## src/rtl/dly_line_cal_ctrl.sv

```systemverilog
// Delay-line tap calibration: sweeps the tap upward until the phase detector vote says
// "not early", then locks; optionally nudges the tap by +/-1 per window to follow drift.
module dly_line_cal_ctrl #(
  parameter int TAP_W  = 5,
  parameter int SETTLE = 4,
  parameter int AVG_W  = 3
) (
  input  logic             CLK,
  input  logic             RN,
  input  logic             START,
  input  logic             TRACK_EN,
  input  logic             PD_EARLY,
  output logic [TAP_W-1:0] TAP,
  output logic             TAP_UPD,
  output logic             BUSY,
  output logic             LOCKED,
  output logic             ERR
);

  localparam int N    = 2**AVG_W;
  localparam int CMAX = (SETTLE > N) ? SETTLE : N;
  localparam int CW   = $clog2(CMAX + 1);
  localparam logic [TAP_W-1:0] TMAX = '1;
  localparam logic [AVG_W:0]   HALF = (AVG_W+1)'(N/2);

  typedef enum logic [3:0] {
    S_IDLE, S_SETTLE, S_SAMPLE, S_DECIDE, S_LOCK,
    S_TSETTLE, S_TSAMPLE, S_TDECIDE, S_FAIL
  } state_t;

  state_t          r_state;
  logic [CW-1:0]   r_cnt;
  logic [AVG_W:0]  r_ones;

  logic w_early, w_late, w_sweep, w_trk, w_restart;

  assign w_early   = r_ones > HALF;
  assign w_late    = r_ones < HALF;
  assign w_sweep   = (r_state == S_SETTLE) || (r_state == S_SAMPLE) || (r_state == S_DECIDE);
  assign w_trk     = (r_state == S_TSETTLE) || (r_state == S_TSAMPLE) || (r_state == S_TDECIDE);
  assign w_restart = START && !w_sweep;

  always_ff @(posedge CLK or negedge RN) begin
    if (!RN) begin
      r_state <= S_IDLE;
      r_cnt   <= '0;
      r_ones  <= '0;
      TAP     <= '0;
      TAP_UPD <= 1'b0;
      BUSY    <= 1'b0;
      LOCKED  <= 1'b0;
      ERR     <= 1'b0;
    end else begin
      TAP_UPD <= 1'b0;
      if (w_restart) begin
        r_state <= S_SETTLE;
        r_cnt   <= '0;
        r_ones  <= '0;
        TAP     <= '0;
        TAP_UPD <= (TAP != '0);
        BUSY    <= 1'b1;
        LOCKED  <= 1'b0;
        ERR     <= 1'b0;
      end else if (w_trk && !TRACK_EN) begin
        // partial tracking window is thrown away; tap stays where it is
        r_state <= S_LOCK;
        r_cnt   <= '0;
        r_ones  <= '0;
      end else begin
        case (r_state)
          S_SETTLE, S_TSETTLE: begin
            if (r_cnt == CW'(SETTLE-1)) begin
              r_cnt   <= '0;
              r_state <= (r_state == S_SETTLE) ? S_SAMPLE : S_TSAMPLE;
            end else begin
              r_cnt <= r_cnt + CW'(1);
            end
          end
          S_SAMPLE, S_TSAMPLE: begin
            r_ones <= r_ones + {{AVG_W{1'b0}}, PD_EARLY};
            if (r_cnt == CW'(N-1)) begin
              r_cnt   <= '0;
              r_state <= (r_state == S_SAMPLE) ? S_DECIDE : S_TDECIDE;
            end else begin
              r_cnt <= r_cnt + CW'(1);
            end
          end
          S_DECIDE: begin
            r_ones <= '0;
            if (w_early && TAP != TMAX) begin
              TAP     <= TAP + TAP_W'(1);
              TAP_UPD <= 1'b1;
              r_state <= S_SETTLE;
            end else if (w_early) begin
              ERR     <= 1'b1;
              BUSY    <= 1'b0;
              r_state <= S_FAIL;
            end else begin
              LOCKED  <= 1'b1;
              BUSY    <= 1'b0;
              r_state <= S_LOCK;
            end
          end
          S_TDECIDE: begin
            r_ones  <= '0;
            r_state <= S_TSETTLE;
            if (w_early && TAP != TMAX) begin
              TAP     <= TAP + TAP_W'(1);
              TAP_UPD <= 1'b1;
            end else if (w_late && TAP != '0) begin
              TAP     <= TAP - TAP_W'(1);
              TAP_UPD <= 1'b1;
            end
          end
          S_LOCK: begin
            if (TRACK_EN) begin
              r_state <= S_TSETTLE;
              r_cnt   <= '0;
              r_ones  <= '0;
            end
          end
          default: ;
        endcase
      end
    end
  end

endmodule
```

## config.mk

```make
export PLATFORM = sky130hd
export DESIGN_NAME = dly_line_cal_ctrl
export DESIGN_NICKNAME = d
export VERILOG_FILES = /design/src/rtl/dly_line_cal_ctrl.sv
export SDC_FILE = /design/constraint.sdc
export NUM_CORES = 1
export LEC_CHECK = 0
export ABC_AREA = 1
export CAP_MARGIN = 20
export CORE_MARGIN = 1
export CORE_UTILIZATION = 57
export CTS_CLUSTER_DIAMETER = 50
export CTS_CLUSTER_SIZE = 14
export DETAILED_ROUTE_END_ITERATION = 10
export PLACE_DENSITY_LB_ADDON = 0.08
export SYNTH_ARGS = -nofsm -noshare
export SYNTH_HDL_FRONTEND = slang
export SYNTH_SLANG_ARGS = --single-unit
```

## constraint.sdc

```tcl
create_clock -name CLK -period 2.1 [get_ports CLK]
set_input_delay 0.315 -clock CLK [delete_from_list [all_inputs] [get_ports CLK]]
set_output_delay 0.315 -clock CLK [all_outputs]
set_load 0.02 [all_outputs]
```

* After elaboration in Yosys (flattened, before gate mapping)
Index checks and enable logic that the tools add are counted.
** Storage, ports and cells
- Bits in registers :: 21
- Bits of input ports :: 5
- Output and inout port bits :: 9
- Word-level logic and storage cells :: 104
** Cells by class
- Add/subtract/negate cells :: 4
- Order comparisons :: 2
- Equal/unequal tests :: 18
- Mux-type cells :: 45
- Reductions and logical operators :: 27
** Operators by type and width (count)
- $mux 4 :: 14
- $mux 5 :: 5
- $pmux 4 s3 :: 2
- $eq 4x3->1 const B :: 5
- $pmux 4 s5 :: 1
- $mux 1 :: 19
- $reduce_and 4->1 :: 4
- $reduce_bool 5->1 :: 3
- $eq 4x2->1 const B :: 3
- $ne 4x4->1 const B :: 3
- $pmux 5 s2 :: 1
- $reduce_bool 7->1 :: 1
- $mux 3 :: 2
- $reduce_or 2->1 :: 3
- $add 5x1->5 const B :: 1
- $ne 5x5->1 const B :: 1
- $sub 5x1->5 const B :: 1
- $add 4x1->4 :: 1
- $add 4x1->4 const B :: 1
- $eq 4x1->1 const B :: 1
- $gt 4x3->1 const B :: 1
- $logic_and 1x1->1 :: 4
- $logic_or 1x1->1 :: 4
- $lt 4x3->1 const B :: 1
- other kinds (10) :: 14

* Logic depth before layout (Yosys ltp)
- Depth after elaboration :: 7
- Depth in mapped cells :: 12
- Gate-level depth less buffers :: 12

* Worst setup path before layout
Ideal clock, no wire load.
- Path kind :: register -> register
- Start :: reg TAP[0]
- End :: reg TAP[1]
- Setup time :: 0.117 ns
- Arrival time :: 1.656 ns
- Required time :: 1.983 ns
- Slack :: 0.328 ns
- Stages on the path, launching flop included :: 13
- Buffers on the path :: 0
- Clock period less this slack :: 1.772 ns
- Cells stage by stage :: dfrtp_1 > ha_1 > nand2_1 > nor2_1 > ha_1 > inv_1 > nand2_1 > nand2_1 > nand2_1 > nor2_2 > nand2_2 > nand2_1 > nand2_1
** On the way
- Cells in the longest elaborated chain, start to end :: 6
- Elaborated cells on any way between the ends :: 15
- Classes of those cells :: add/sub (2); eq/ne (3); mux (6); reduce/logical (4)
** RTL lines
- start, declared :: RTL line 13 : output logic [TAP_W-1:0] TAP,
- start signal, assigned :: RTL line 91 : TAP <= TAP + TAP_W'(1);
- start signal, assigned :: RTL line 108 : TAP <= TAP + TAP_W'(1);
- start signal, assigned :: RTL line 111 : TAP <= TAP - TAP_W'(1);
- $sub 5x1->5 or $ne 5x5->1 (tied branches) :: RTL line 111, 90, 107
- $mux 5 or $logic_and 1x1->1 (tied branches) :: RTL line 110, 90, 107
- $mux 5 :: RTL line 107 : if (w_early && TAP != TMAX) begin
- $pmux 5 s2 :: RTL line 70 : case (r_state)
- $mux 5 :: RTL line 64 : end else if (w_trk && !TRACK_EN) begin
- $mux 5 :: RTL line 55 : if (w_restart) begin
Several ways; a longest one is shown, not always the timed one. The select of a mux whose other input is x is not followed.
A chain may end at the register's enable or synchronous reset.

* Worst setup path in the final report
- Start :: reg TAP[0]
- End :: reg TAP[2]
The elaborated chain is that of the path after synthesis.

==> Implementation_results.wiki <==
{| class="wikitable"
! Metric !! Value
|-
| Placed Instances || 270
|-
| Outcome || completed
|-
| Floorplan die area || 2850 um^2
|-
| Iter 0 DRT Violations || 38
|-
| Arrival @ worst endpoint || 2.12 ns
|-
| Number of nets in the synthesized netlist || 238
|-
| Reg-to-Reg End || TAP[2]
|-
| Clock Path Buffers || 2
|-
| Routed Wire Length || 3130 um
|-
| Core region area || 2480 um^2
|-
| CTS sink count || 21
|-
| Number of input and output port buffers inserted || 13
|-
| Worst Path Class, Setup || flip-flop to flip-flop
|-
| Hold bufs inserted after CTS || 0
|-
| Critical Path Start || TAP[0]
|-
| Tightest Hold Check Type || primary input to asynchronous set/reset pin
|-
| Post-route antenna net violation count || 0
|-
| Worst Reg-to-Reg Cells || 12
|-
| Cell chosen for the clock root || sky130_fd_sc_hd__clkbuf_4
|-
| Static leakage || 0.896 nW
|-
| Clock tree from TritonCTS || done
|-
| Number of antenna diodes || 0
|-
| Count of cells resized by post-cts repair || 0
|-
| Leftover overflow at the end of global routing || 0
|-
| Inserted Clock Buffers || 3
|-
| Die height || 53.3 um
|-
| Fraction of final layout cells sized beyond drive strength 1 || 12.3%
|-
| Antenna violations before repair || 0
|-
| Worst R2R Setup Slack || 0.20 ns
|-
| Count of flip-flops with a built-in enable after synthesis || 0
|-
| Per-instance average area after synthesis || 6.62 um^2
|-
| Final max-slew violation count || 0
|-
| Final period util || 90.2%
|-
| Distinct cell type count after synthesis || 24
|-
| Worst setup skew after layout || 0.0113 ns
|-
| Setup repair after global routing missed its margin || false
|-
| Number of standard cells in the layout, taps in and fillers out || ~270
|-
| Remaining routing DRC violations || 0
|-
| Cell count after synthesis || 227
|-
| Fraction of synthesis flops using an asynchronous set or reset pin || 100%
|-
| Synthesis Warnings || 0
|-
| Average wire per standard cell || 11.4 um
|-
| Clk Latency, worst-skew pair || slightly above 0.3 ns
|-
| Post-synthesis to final-layout area growth || 12.9%
|-
| Clock slew at reported path FFs || around 0.13 ns
|-
| Pin count of the biggest net entering global routing || 22
|-
| Vias in the first global route || between 1000 and 1500
|-
| Routability-driven placement congestion ratio || 0.952
|-
| Final period demand of the worst path || 1.90 ns
|-
| Via count normalized by instance count || 5.36
|-
| Req. time, crit path || 2.32 ns
|-
| Initial Util || 60.7%
|-
| Launch point of the worst reg-to-reg path || TAP[0]
|-
| Horiz. Die Dim || 53.3 um
|-
| Netlist area before placement || 1500 um^2
|-
| Total negative slack || 0 ns
|-
| Worst Tran Pin Value || between 0.3 and 0.4 ns
|-
| Pre-Repair DR Iteration Count || 4
|-
| Final net count || 256
|-
| Worst IR drop on VDD || 0.987 mV
|-
| Upper clock frequency limit || 0.528 GHz
|-
| Number of setup buffers added after CTS || 0
|-
| Number of top-level design ports || 14
|-
| Startpoint class of the critical path || flip-flop
|-
| Maximum fanout encountered on the critical timing path || 7
|-
| Total of flip-flops plus latches after synthesis || 21
|-
| Ys flop type || sky130_fd_sc_hd__dfrtp_1
|-
| Critical Path End Type || flip-flop
|-
| Detailed Place HPWL || 2490 um
|-
| Filler cells || 224
|-
| Number of max-capacitance violations reported || 0
|-
| Relative max-transition margin || 79.4%
|-
| Number of setup violations in the final report || 0
|-
| Standard-cell rows || 18
|-
| # H-tree levels || 1
|-
| Wire length of the first global-routing pass || 5130 um
|-
| Total vias in the final route || 1470
|-
| Critical path capture point || TAP[2]
|-
| Count of final hold-check violations || 0
|-
| All-Layer GR Usage || 24.7%
|-
| Power Dens Cells || about 1300 nW/um^2
|-
| Proportion of synthesized chip area in sequential cells || 35.0%
|}
-- state kept, by name (all words and copies together), names as in the netlist --
register	cells
r_state	4
BUSY	1
TAP	5
r_cnt	4
LOCKED	1
r_ones	4
ERR	1
TAP_UPD	1
-- placed cells by master (no fill, tap or decap) --
master	synthesis	routed
sky130_fd_sc_hd__clkbuf_4	0	3
sky130_fd_sc_hd__nand2b_1	1	1
sky130_fd_sc_hd__o22ai_1	1	1
sky130_fd_sc_hd__inv_1	18	18
sky130_fd_sc_hd__nor3_1	3	3
sky130_fd_sc_hd__nand3_2	1	1
sky130_fd_sc_hd__nor2_1	26	26
sky130_fd_sc_hd__nand3_4	1	1
sky130_fd_sc_hd__o21ai_1	7	7
sky130_fd_sc_hd__nand4_1	4	4
sky130_fd_sc_hd__a21oi_1	3	3
sky130_fd_sc_hd__ha_1	6	6
sky130_fd_sc_hd__or2_2	1	1
sky130_fd_sc_hd__inv_2	9	9
sky130_fd_sc_hd__nand2_1	84	84
sky130_fd_sc_hd__nand2_2	5	5
sky130_fd_sc_hd__xor2_1	5	5
sky130_fd_sc_hd__buf_4	0	2
sky130_fd_sc_hd__xnor2_1	1	1
sky130_fd_sc_hd__o21ai_2	1	1
sky130_fd_sc_hd__clkdlybuf4s50_1	0	13
sky130_fd_sc_hd__o21ai_0	2	2
sky130_fd_sc_hd__nand3_1	19	19
sky130_fd_sc_hd__nor2_2	6	6
sky130_fd_sc_hd__dfrtp_1	21	21
sky130_fd_sc_hd__clkinv_2	0	1
-- where the power goes --
group / leakage, nW / switching, mW / internal (mW)
clock network: 0.0177 / 0.132 / 0.0712
logic: 0.601 / 0.898 / 0.488
registers: 0.278 / 0.115 / 0.517
total: 0.896 / 1.15 / 1.08
-- Yosys cell counts (4+ instances only) --
| cell type | n | share of area [%] |
|---|---|---|
| sky130_fd_sc_hd__nand2_1 | 84 | 21 |
| sky130_fd_sc_hd__nor2_1 | 26 | 6.5 |
| sky130_fd_sc_hd__dfrtp_1 | 21 | 35 |
| sky130_fd_sc_hd__nand3_1 | 19 | 6.3 |
| sky130_fd_sc_hd__inv_1 | 18 | 4.5 |
| sky130_fd_sc_hd__inv_2 | 9 | 2.2 |
| sky130_fd_sc_hd__o21ai_1 | 7 | 2.3 |
| sky130_fd_sc_hd__ha_1 | 6 | 5.0 |
| sky130_fd_sc_hd__nor2_2 | 6 | 2.5 |
| sky130_fd_sc_hd__nand2_2 | 5 | 2.1 |
| sky130_fd_sc_hd__xor2_1 | 5 | 2.9 |
| sky130_fd_sc_hd__nand4_1 | 4 | 1.7 |
-- logic make-up after synthesis --
| logic type | synth area share [%] |
|---|---|
| compound gates | 5.00 |
| xor+xnor | 3.50 |
| flops | 35.0 |
| simple gates | 43.7 |
| fa+ha+maj | 5.00 |
| buf+inv | 7.83 |
-- worst max-delay path, cell delays in order, from the launching register on --
cell and delay, ns:
sky130_fd_sc_hd__dfrtp_1 0.44, sky130_fd_sc_hd__ha_1 0.24, sky130_fd_sc_hd__nand2_1 0.07, sky130_fd_sc_hd__nor2_1 0.04, sky130_fd_sc_hd__ha_1 0.19, sky130_fd_sc_hd__inv_1 0.07, sky130_fd_sc_hd__nand2_1 0.15, sky130_fd_sc_hd__nand2_1 0.16
sky130_fd_sc_hd__nor2_1 0.07, sky130_fd_sc_hd__nor2_2 0.11, sky130_fd_sc_hd__nand2_2 0.11, sky130_fd_sc_hd__nand2_1 0.07, sky130_fd_sc_hd__nand2_1 0.05
-- routing by layer --
metal | track usage [%] | part of all wire, % | up-vias | routed length, um
li1 | - | - | 750 | -
met1 | 31.5 | 45 | 671 | 1400
met2 | 40.6 | 48 | 44 | 1500
met3 | 3.16 | 6.3 | 5 | 198
met4 | 11.4 | 1.1 | 0 | 34
met5 | 0 | 0 | - | 0
-- worst min-delay path by stage --
stage / start / to / slack [ns] / depth (start not counted)
2_1_floorplan: RN / BUSY / 0.02 / 0
3_3_place_gp: BUSY / BUSY / 0.49 / 2
3_5_place_dp: BUSY / BUSY / 0.49 / 2
4_1_cts: RN / TAP[3] / 0.34 / 2
5_1_grt: RN / r_cnt[2] / 0.37 / 2
6_report: RN / TAP[3] / 0.33 / 2
-- per-stage QoR --
step / cell area [um^2] / total power, mW / hold WS, ns / util (%) / worst slack [ns]
3_3_place_gp: 1670 / 2.00 / 0.491 / 67.4 / 0.326
5_1_grt: 1700 / 2.45 / 0.371 / 68.5 / 0.0498
6_report: 1700 / 2.22 / 0.327 / 68.5 / 0.205
3_5_place_dp: 1670 / 2.02 / 0.492 / 67.4 / 0.251
4_1_cts: 1700 / 2.23 / 0.340 / 68.5 / 0.217
2_1_floorplan: 1500 / 1.70 / 0.0194 / - / 0.328
-- cell type report --
cell class                 instances  area (um^2)  area share (%)
clock inverter                     1         5.00           0.295
sequential                        21          526            31.0
multi-input combinational        177          860            50.7
tap                               30         37.5            2.21
timing repair buffer              15          145            8.55
inverter                          27          101            5.97
clock buffer                       3         22.5            1.33
Power figures use the tool's default switching activity.
